$ cat config.mk
export PLATFORM = sky130hd
export DESIGN_NAME = pbus_master_flat
export DESIGN_NICKNAME = d
export VERILOG_FILES = /design/src/rtl/pbus_master_if.sv /design/src/rtl/pbus_master.sv /design/src/flat_wrapper.sv
export SDC_FILE = /design/constraint.sdc
export NUM_CORES = 1
export LEC_CHECK = 0
export CORE_UTILIZATION = 59
export CTS_BUF_LIST = sky130_fd_sc_hd__clkbuf_8
export DETAILED_ROUTE_END_ITERATION = 10
export DONT_BUFFER_PORTS = 1
export GPL_TIMING_DRIVEN = 0
export PLACE_DENSITY_LB_ADDON = 0.08
export SYNTH_ARGS = -nofsm -noshare
export SYNTH_HDL_FRONTEND = slang
export SYNTH_SLANG_ARGS = --single-unit
$ cat constraint.sdc
create_clock -name clk -period 4.58 [get_ports clk]
set_input_delay 0.916 -clock clk [delete_from_list [all_inputs] [get_ports clk]]
set_output_delay 0.916 -clock clk [all_outputs]
set_load 0.02 [all_outputs]
$ cat src/rtl/pbus_master_if.sv
// Peripheral-bus master interface bundle.
// Groups the CPU request/response handshake and the shared peripheral bus.
//   master modport : pbus_master view (drives cpu_ack/cpu_rdata/cpu_rvalid/busy
//                    and all sys_* lines except sys_r_line).
//   slave modport  : CPU + peripheral view (drives requests and sys_r_line).
interface pbus_master_if;
  logic        cpu_req;
  logic        cpu_we;
  logic [31:0] cpu_addr;
  logic [31:0] cpu_wdata;
  logic        cpu_ack;
  logic [31:0] cpu_rdata;
  logic        cpu_rvalid;
  logic        busy;
  logic        sys_w;
  logic [31:0] sys_w_addr;
  logic [31:0] sys_w_line;
  logic        sys_r;
  logic [31:0] sys_r_addr;
  logic [31:0] sys_r_line;

  modport master (
    input  cpu_req, cpu_we, cpu_addr, cpu_wdata, sys_r_line,
    output cpu_ack, cpu_rdata, cpu_rvalid, busy,
           sys_w, sys_w_addr, sys_w_line, sys_r, sys_r_addr
  );

  modport slave (
    output cpu_req, cpu_we, cpu_addr, cpu_wdata, sys_r_line,
    input  cpu_ack, cpu_rdata, cpu_rvalid, busy,
           sys_w, sys_w_addr, sys_w_line, sys_r, sys_r_addr
  );
endinterface

$ cat src/rtl/pbus_master.sv
// Peripheral-bus initiator.
// Converts single-word CPU loads/stores into peripheral bus cycles. Stores are
// posted through a WQ_DEPTH-entry queue and drained one per cycle; loads wait
// until the queue is empty and complete in order behind all stores.
// Ports:
//   clk  - system clock, rising edge
//   rst  - synchronous active-low reset
//   bus  - pbus_master_if.master: cpu_req/cpu_we/cpu_addr/cpu_wdata in,
//          cpu_ack (combinational), cpu_rdata/cpu_rvalid, busy,
//          sys_w/sys_w_addr/sys_w_line, sys_r/sys_r_addr out, sys_r_line in.
module pbus_master #(
  parameter int unsigned WQ_DEPTH = 4,
  parameter int unsigned RD_LAT   = 1
) (
  input  logic              clk,
  input  logic              rst,
  pbus_master_if.master     bus
);

  localparam int unsigned AW = $clog2(WQ_DEPTH);
  localparam int unsigned CW = (RD_LAT > 1) ? $clog2(RD_LAT) : 1;

  typedef enum logic [1:0] {IDLE, R_ISSUE, R_WAIT, R_DONE} state_t;

  state_t        state;
  logic [AW:0]   wptr;
  logic [AW:0]   rptr;
  logic [31:0]   q_addr [WQ_DEPTH];
  logic [31:0]   q_data [WQ_DEPTH];
  logic [CW-1:0] cnt;

  logic empty;
  logic full;
  logic rd_pending;
  logic st_ack;
  logic ld_ack;
  logic pop;

  // Extra pointer MSB distinguishes full from empty when the index bits match.
  always_comb begin
    empty      = (wptr == rptr);
    full       = (wptr[AW] != rptr[AW]) && (wptr[AW-1:0] == rptr[AW-1:0]);
    rd_pending = (state != IDLE);
    st_ack     = bus.cpu_req & bus.cpu_we & ~full & ~rd_pending;
    ld_ack     = bus.cpu_req & ~bus.cpu_we & (state == IDLE) & empty & ~bus.sys_w;
    // A load is only accepted with the queue empty, so pop and read issue
    // can never coincide and sys_w/sys_r stay mutually exclusive.
    pop        = ~empty & (state == IDLE);
    bus.cpu_ack = st_ack | ld_ack;
    bus.busy    = ~empty | bus.sys_w | rd_pending;
  end

  // Queue storage needs no reset; validity is carried by the pointers.
  always_ff @(posedge clk) begin
    if (st_ack) begin
      q_addr[wptr[AW-1:0]] <= bus.cpu_addr;
      q_data[wptr[AW-1:0]] <= bus.cpu_wdata;
    end
  end

  always_ff @(posedge clk) begin
    if (!rst) begin
      state          <= IDLE;
      wptr           <= '0;
      rptr           <= '0;
      cnt            <= '0;
      bus.sys_w      <= 1'b0;
      bus.sys_w_addr <= '0;
      bus.sys_w_line <= '0;
      bus.sys_r      <= 1'b0;
      bus.sys_r_addr <= '0;
      bus.cpu_rdata  <= '0;
      bus.cpu_rvalid <= 1'b0;
    end else begin
      if (st_ack) begin
        wptr <= wptr + (AW+1)'(1);
      end

      bus.sys_w <= 1'b0;
      if (pop) begin
        rptr           <= rptr + (AW+1)'(1);
        bus.sys_w      <= 1'b1;
        bus.sys_w_addr <= q_addr[rptr[AW-1:0]];
        bus.sys_w_line <= q_data[rptr[AW-1:0]];
      end

      case (state)
        IDLE: begin
          if (ld_ack) begin
            state          <= R_ISSUE;
            bus.sys_r      <= 1'b1;
            bus.sys_r_addr <= bus.cpu_addr;
          end
        end
        R_ISSUE: begin
          bus.sys_r <= 1'b0;
          cnt       <= CW'(RD_LAT - 1);
          state     <= R_WAIT;
        end
        R_WAIT: begin
          if (cnt != '0) begin
            cnt <= cnt - CW'(1);
          end else begin
            bus.cpu_rdata  <= bus.sys_r_line;
            bus.cpu_rvalid <= 1'b1;
            state          <= R_DONE;
          end
        end
        R_DONE: begin
          bus.cpu_rvalid <= 1'b0;
          state          <= IDLE;
        end
        default: state <= IDLE;
      endcase
    end
  end

endmodule

$ cat src/flat_wrapper.sv
// flat-port wrapper written by rule: the top's interface ports become plain ports
module pbus_master_flat 
#(
  parameter int unsigned WQ_DEPTH = 4,
  parameter int unsigned RD_LAT   = 1
)
  (clk, rst, bus_cpu_req, bus_cpu_we, bus_cpu_addr, bus_cpu_wdata, bus_sys_r_line, bus_cpu_ack, bus_cpu_rdata, bus_cpu_rvalid, bus_busy, bus_sys_w, bus_sys_w_addr, bus_sys_w_line, bus_sys_r, bus_sys_r_addr);
  pbus_master_if bus_i ();
  input  logic clk;
  input  logic rst;
  input wire logic [$bits(bus_i.cpu_req)-1:0] bus_cpu_req;
  input wire logic [$bits(bus_i.cpu_we)-1:0] bus_cpu_we;
  input wire logic [$bits(bus_i.cpu_addr)-1:0] bus_cpu_addr;
  input wire logic [$bits(bus_i.cpu_wdata)-1:0] bus_cpu_wdata;
  input wire logic [$bits(bus_i.sys_r_line)-1:0] bus_sys_r_line;
  output wire logic [$bits(bus_i.cpu_ack)-1:0] bus_cpu_ack;
  output wire logic [$bits(bus_i.cpu_rdata)-1:0] bus_cpu_rdata;
  output wire logic [$bits(bus_i.cpu_rvalid)-1:0] bus_cpu_rvalid;
  output wire logic [$bits(bus_i.busy)-1:0] bus_busy;
  output wire logic [$bits(bus_i.sys_w)-1:0] bus_sys_w;
  output wire logic [$bits(bus_i.sys_w_addr)-1:0] bus_sys_w_addr;
  output wire logic [$bits(bus_i.sys_w_line)-1:0] bus_sys_w_line;
  output wire logic [$bits(bus_i.sys_r)-1:0] bus_sys_r;
  output wire logic [$bits(bus_i.sys_r_addr)-1:0] bus_sys_r_addr;
  assign bus_i.cpu_req = bus_cpu_req;
  assign bus_i.cpu_we = bus_cpu_we;
  assign bus_i.cpu_addr = bus_cpu_addr;
  assign bus_i.cpu_wdata = bus_cpu_wdata;
  assign bus_i.sys_r_line = bus_sys_r_line;
  assign bus_cpu_ack = bus_i.cpu_ack;
  assign bus_cpu_rdata = bus_i.cpu_rdata;
  assign bus_cpu_rvalid = bus_i.cpu_rvalid;
  assign bus_busy = bus_i.busy;
  assign bus_sys_w = bus_i.sys_w;
  assign bus_sys_w_addr = bus_i.sys_w_addr;
  assign bus_sys_w_line = bus_i.sys_w_line;
  assign bus_sys_r = bus_i.sys_r;
  assign bus_sys_r_addr = bus_i.sys_r_addr;
  pbus_master #(.WQ_DEPTH(WQ_DEPTH), .RD_LAT(RD_LAT)) u_core (.clk(clk), .rst(rst), .bus(bus_i));
endmodule
# After elaboration in Yosys (flattened, before gate mapping)

Memories as Yosys holds them, arrays and structs flattened. A register that Yosys moved wholly into a read port is not among the register bits.
Cells that the tools add are included.

Register bits after elaboration: 76
Input bits: 100
Output and inout bits: 133
Memories: 2
RAM bits: 256

Reductions and logical operators: 13
Muxes and demuxes: 12
Bitwise gates (word level): 17
Eq/ne operators: 8
Add/subtract/negate cells: 3

Memory list:

| name          | depth | width | rd ports | clocked after Yosys merged registers in | wr ports | RTL line          | RTL |
|---|---|---|---|---|---|---|---|
| u_core.q_addr | 4     | 32    | 1        | 1                                       | 1        | pbus_master.sv:28 | `logic [31:0] q_addr [WQ_DEPTH];` |
| u_core.q_data | 4     | 32    | 1        | 1                                       | 1        | pbus_master.sv:29 | `logic [31:0] q_data [WQ_DEPTH];` |

Operators by type and width:

| operator            | number |
|---|---|
| $reduce_and 2->1    | 5 |
| $and 1x1->1         | 8 |
| $pmux 2 s4          | 1 |
| $reduce_bool 2->1   | 4 |
| $add 3x1->3 const B | 2 |
| $mux 1              | 6 |
| $not 1->1           | 6 |
| $pmux 1 s2          | 3 |
| $eq 2x2->1 const B  | 2 |
| $mux 2              | 2 |
| $eq 3x3->1          | 1 |
| $or 1x1->1          | 3 |
| $eq 2x1->1 const B  | 1 |
| $eq 2x2->1          | 1 |
| $logic_not 1->1     | 2 |
| $logic_not 2->1     | 1 |
| $ne 2x1->1 const B  | 1 |
| $ne 2x2->1 const B  | 1 |
| $logic_and 1x1->1   | 1 |
| $ne 1x1->1          | 1 |
| $sub 1x1->1 const B | 1 |

# Logic depth before layout (Yosys ltp)

Word-level depth: 7
Gate-level depth with buffers: 8
Gate-level depth less buffers: 6

# Least setup slack after synthesis

Ideal clock, no wire load.

Kind: input -> register
Start: input port bus_cpu_we
End: memory u_core.q_addr[3][0] (enable)
Setup slack: 0.221 ns
Setup time: 0.486 ns
Stages on the path: 3
Required time: 4.094 ns
Data arrival time: 3.873 ns
Cells stage by stage: and3_1 -> o31ai_1 -> nor2_1

Word-level cells in the longest chain between the ends: 5

RTL lines:

| element                      | RTL line           | RTL |
|---|---|---|
| start: declaration           | flat_wrapper.sv:12 | `input wire logic [$bits(bus_i.cpu_we)-1:0] bus_cpu_we;` |
| $and 1x1->1 (3 in series)    | pbus_master.sv:44  | `st_ack = bus.cpu_req & bus.cpu_we & ~full & ~rd_pending;` |
| $mux 1                       | pbus_master.sv:55  | `if (st_ack) begin` |
| $mux 1 (not written as such) | pbus_master.sv:56  | `q_addr[wptr[AW-1:0]] <= bus.cpu_addr;` |
| end: declaration             | pbus_master.sv:28  |  |

No other way between the ends.

# Final worst setup path

Start: register u_core.state[0]
End: output port bus_cpu_ack

Word-level cells in the longest chain between the ends: 5

RTL lines:

| element                   | RTL line           | RTL |
|---|---|---|
| start: declaration        | pbus_master.sv:25  | `state_t state;` |
| start signal: assignment  | pbus_master.sv:63  | `state <= IDLE;` |
| start signal: assignment  | pbus_master.sv:90  | `state <= R_ISSUE;` |
| start signal: assignment  | pbus_master.sv:98  | `state <= R_WAIT;` |
| $logic_not 2->1           | pbus_master.sv:45  | `ld_ack = bus.cpu_req & ~bus.cpu_we & (state == IDLE) & empty & ~bus.sys_w;` |
| $and 1x1->1 (3 in series) | pbus_master.sv:45  |  |
| $or 1x1->1 (*)            | pbus_master.sv:49  | `bus.cpu_ack = st_ack \| ld_ack;` |
| end: declaration          | flat_wrapper.sv:16 | `output wire logic [$bits(bus_i.cpu_ack)-1:0] bus_cpu_ack;` |

Every way passes the cells marked *; elsewhere a longest branch is shown, timed or not.

==> results.py <==
metrics = {
    "sta": {
        "timing.fmax_ghz": 0.291,
        "hold_violation_count_in_the_final_report": 0,
        "clock-skew-final_ps": 17.3,
        "max_slew_margin_pct": 37.0,
        "setup_viol": 0,
        "final_max_slew_viol_count": 0,
        "final.period_utilization_pct": 75.1,
        "finalSetupTns_ps": 0,
        "finalWorstPathRequiredPeriod_ps": 3440,
        "max_slew.worst_pin.slew_ps": 945,
        "grt_setup_unrepaired": "no",
    },
    "clocking": {
        "htreeDepth": 2,
        "clock_tree_from_tritoncts": "done",
        "root_buf_cell": "clkbuf_8",
        "cts_setup_buffers": 0,
        "post_cts.resized_instances": 0,
        "cts.sink_count": 395,
        "ctsLongestPathBuffers": 3,
        "cts_hold_buf": 0,
        "clk_latency_ps": 570,
        "cts_inserted_buffers": 59,
        "clock_pin_slew_reported_for_the_worst_setup_and_hold_paths_after_clock_tree_synthesis_ps": 70,
    },
    "synthesis": {
        "synth-edff-count": 256,
        "synth.top_cells.by_count": "256 x edfxtp_1, 139 x dfxtp_1, 134 x nand2_1",
        "synth_ff_type": "edfxtp_1",
        "ys_top_cells_by_area": "edfxtp_1 53%, dfxtp_1 19%, mux4_2 8.4%, nand2_1 3.5%, mux2i_1 2.3%",
        "dominant_cell_type_by_area_after_synthesis": "edfxtp_1",
        "ys_types": 36,
        "synthesis.area_um2": 14500,
        "synth_top_area_share_pct": 52.8,
        "synth_sequential_area_ratio_pct": 72.0,
        "syn-mean-instance-area_um2": 15.6,
        "synthesis.instances": 935,
        "yosysWarningCount": 0,
        "syn-num-nets": 1045,
        "synth-seq-cells": 395,
        "yosysMostFrequentCell": "edfxtp_1",
        "postSynth.asyncResetShare_pct": 0,
    },
    "grt": {
        "grt_antenna_before_repair": 0,
        "gr_busiest_metal": "met2",
        "grt-ovfl-total": 0,
        "grt_max_degree": 55,
        "groute.layer.met3.usage_pct": 8.13,
        "wire_length_of_the_first_global_routing_pass_um": 46400,
        "grt_use_total_pct": 24.2,
        "use_met1_pct": 28.2,
        "via_count_of_the_first_global_routing_pass": 8457,
        "met2_capacity_usage_during_global_routing_pct": 42.2,
    },
    "critical_path": {
        "worstSetupEndpointType": "output port",
        "crit_path_max_incr_delay_ps": 340,
        "critPathArrivalTime_ps": 2530,
        "critPathTopFamily": "simple AND/OR/NAND/NOR gates",
        "endpoint_required_time_on_the_critical_path_ps": 3660,
        "critPathMaxFanout": 10,
        "timing.critical_path.slowest_stage_cell": "ha_1",
        "path_buf_inv": 2,
        "cp_cell_sequence": "inv_1 -> ha_1 -> and4bb_1 -> nand4_2 -> buf_2 -> nand2_1",
        "startpoint_type": "flip-flop",
        "worst-setup-path-type": "reg2out",
    },
    "placement": {
        "routabilityCongestion": 0.804,
        "count_of_input_and_output_buffers": 0,
        "placedCellCount": 1264,
        "post-dp-hpwl_um": 19700,
        "dpl-instance-area_um2": 15100,
    },
    "floorplanning": {
        "fp.coreArea_um2": 24200,
        "die-height_um": 159,
        "design.portCount": 233,
        "die-area_um2": 25300,
        "core.rowCount": 57,
        "die_w_um": 159,
        "floorplan.initialDensity_pct": 60.0,
    },
    "power_and_ir_drop": {
        "total_leakage_power_nw": 5.37,
        "power_density_nw_per_um2": 611,
        "vdd.ir_drop.worst_uv": 337,
    },
    "route": {
        "detailedRoute.firstPassIterationCount": 5,
        "routed_wirelength_um": 30200,
        "vias": 7990,
        "detail-route-antenna-nets": 0,
        "post-route-drc-count": 0,
        "detail_route.wl_per_cell_um": 22.0,
        "initialDrtViolationCount": 573,
        "via_per_inst": 5.82,
    },
    "cells_and_area": {
        "antenna_cells_inserted": 0,
        "design_area_um2": 16200,
        "finish.net_count": 1111,
        "layout-drive-gt1-share_pct": 17.3,
        "syn_to_final_growth_pct": 11.3,
        "layout.cells.non_filler": 1373,
    },
    "outcome": {
        "outcome": "finished, final reports clean",
    },
    "worst_hold_path": {
        "hp-class": "in2reg",
    },
    "run": {
        "drv_cap": 0,
    },
}
cell families (layout without fill, tap and decap cells):
family,count (synthesis),after routing,share of synthesized area (%)
compound gates,108,108,3.93
xor+xnor,9,9,0.645
fa+ha+maj,10,10,0.860
buf+inv,68,182,2.92
flops,395,395,72.0
mux,97,97,12.4
simple gates,248,248,7.25
per-layer routing:
layer,up-vias,part of all wire (%)
li1,3624,-
met4,0,2.2
met5,-,0
met1,3953,38
met3,60,9.5
met2,353,51
per-stage QoR:
stage / hold slack (ps) / setup WS (ps) / utilization, % / power, mW
finish: 432 / 1140 / 66.8 / 9.89
global route: 392 / 941 / 66.8 / 10.3
CTS: 395 / 1080 / 66.8 / 9.98
detailed placement: 505 / 1610 / 62.2 / 7.40
global placement: 484 / -1890 / 61.7 / 7.30
floorplan: 468 / 221 / - / 6.72
final cells by class:
| type | instances | area [um2] |
|---|---|---|
| Sequential cell | 395 | 10500 |
| Fill cell | 1702 | 8050 |
| Multi-Input combinational cell | 472 | 3670 |
| Clock buffer | 68 | 936 |
| Tap cell | 324 | 405 |
| Buffer | 62 | 402 |
| Clock inverter | 41 | 166 |
| Timing Repair Buffer | 5 | 123 |
| Inverter | 6 | 22.5 |
path summary, 6_finish.rpt:
path | start | end | slack, ps | cells past startpoint
max | u_core.state[0] | bus_cpu_ack | 1140 | 6
min | bus_cpu_wdata[23] | u_core.q_data[1][23] | 430 | 0
max reg2reg | u_core.state[0] | u_core.q_data[2][27] | 2210 | 6
min reg2reg | u_core.state[1] | u_core.state[1] | 510 | 2
cells in the final DEF (no fill, tap or decap), types with 2 or more instances in the layout:
cell      synthesis  layout
edfxtp_1        256     256
dfxtp_1         139     139
nand2_1         134     134
clkbuf_8          0      68
nand3_1          66      66
o21ai_1          65      65
mux4_2           54      54
nor2_1           37      36
a21oi_1          34      34
mux2i_1          33      33
inv_1             5      27
clkbuf_1         24      24
buf_2            19      19
buf_6            13      13
clkinv_1          0      11
mux4_1           10      10
ha_1             10      10
clkinv_2          0       7
xnor2_1           5       5
buf_4             4       4
buf_12            2       4
and2_4            0       3
buf_16            0       3
xor2_2            2       2
o31ai_1           2       2
xor2_1            2       2
o21ai_0           2       2
where the power goes:
| part | internal, mW | leakage, nW | switching [mW] |
|---|---|---|---|
| logic | 0.990 | 1.27 | 1.29 |
| clock network | 1.35 | 0.651 | 1.26 |
| registers | 4.30 | 3.45 | 0.712 |
flip-flops by register name, indices dropped and copies added, names as in the netlist, 2 cells and up:
name	count
u_core.wptr	3
u_core.bus.cpu_rdata	32
u_core.bus.sys_w_line	32
u_core.q_addr	128
u_core.q_data	128
u_core.bus.sys_w_addr	32
u_core.bus.sys_r_addr	32
u_core.state	2
u_core.rptr	3
Note: power is estimated with default switching activity, not from simulation.
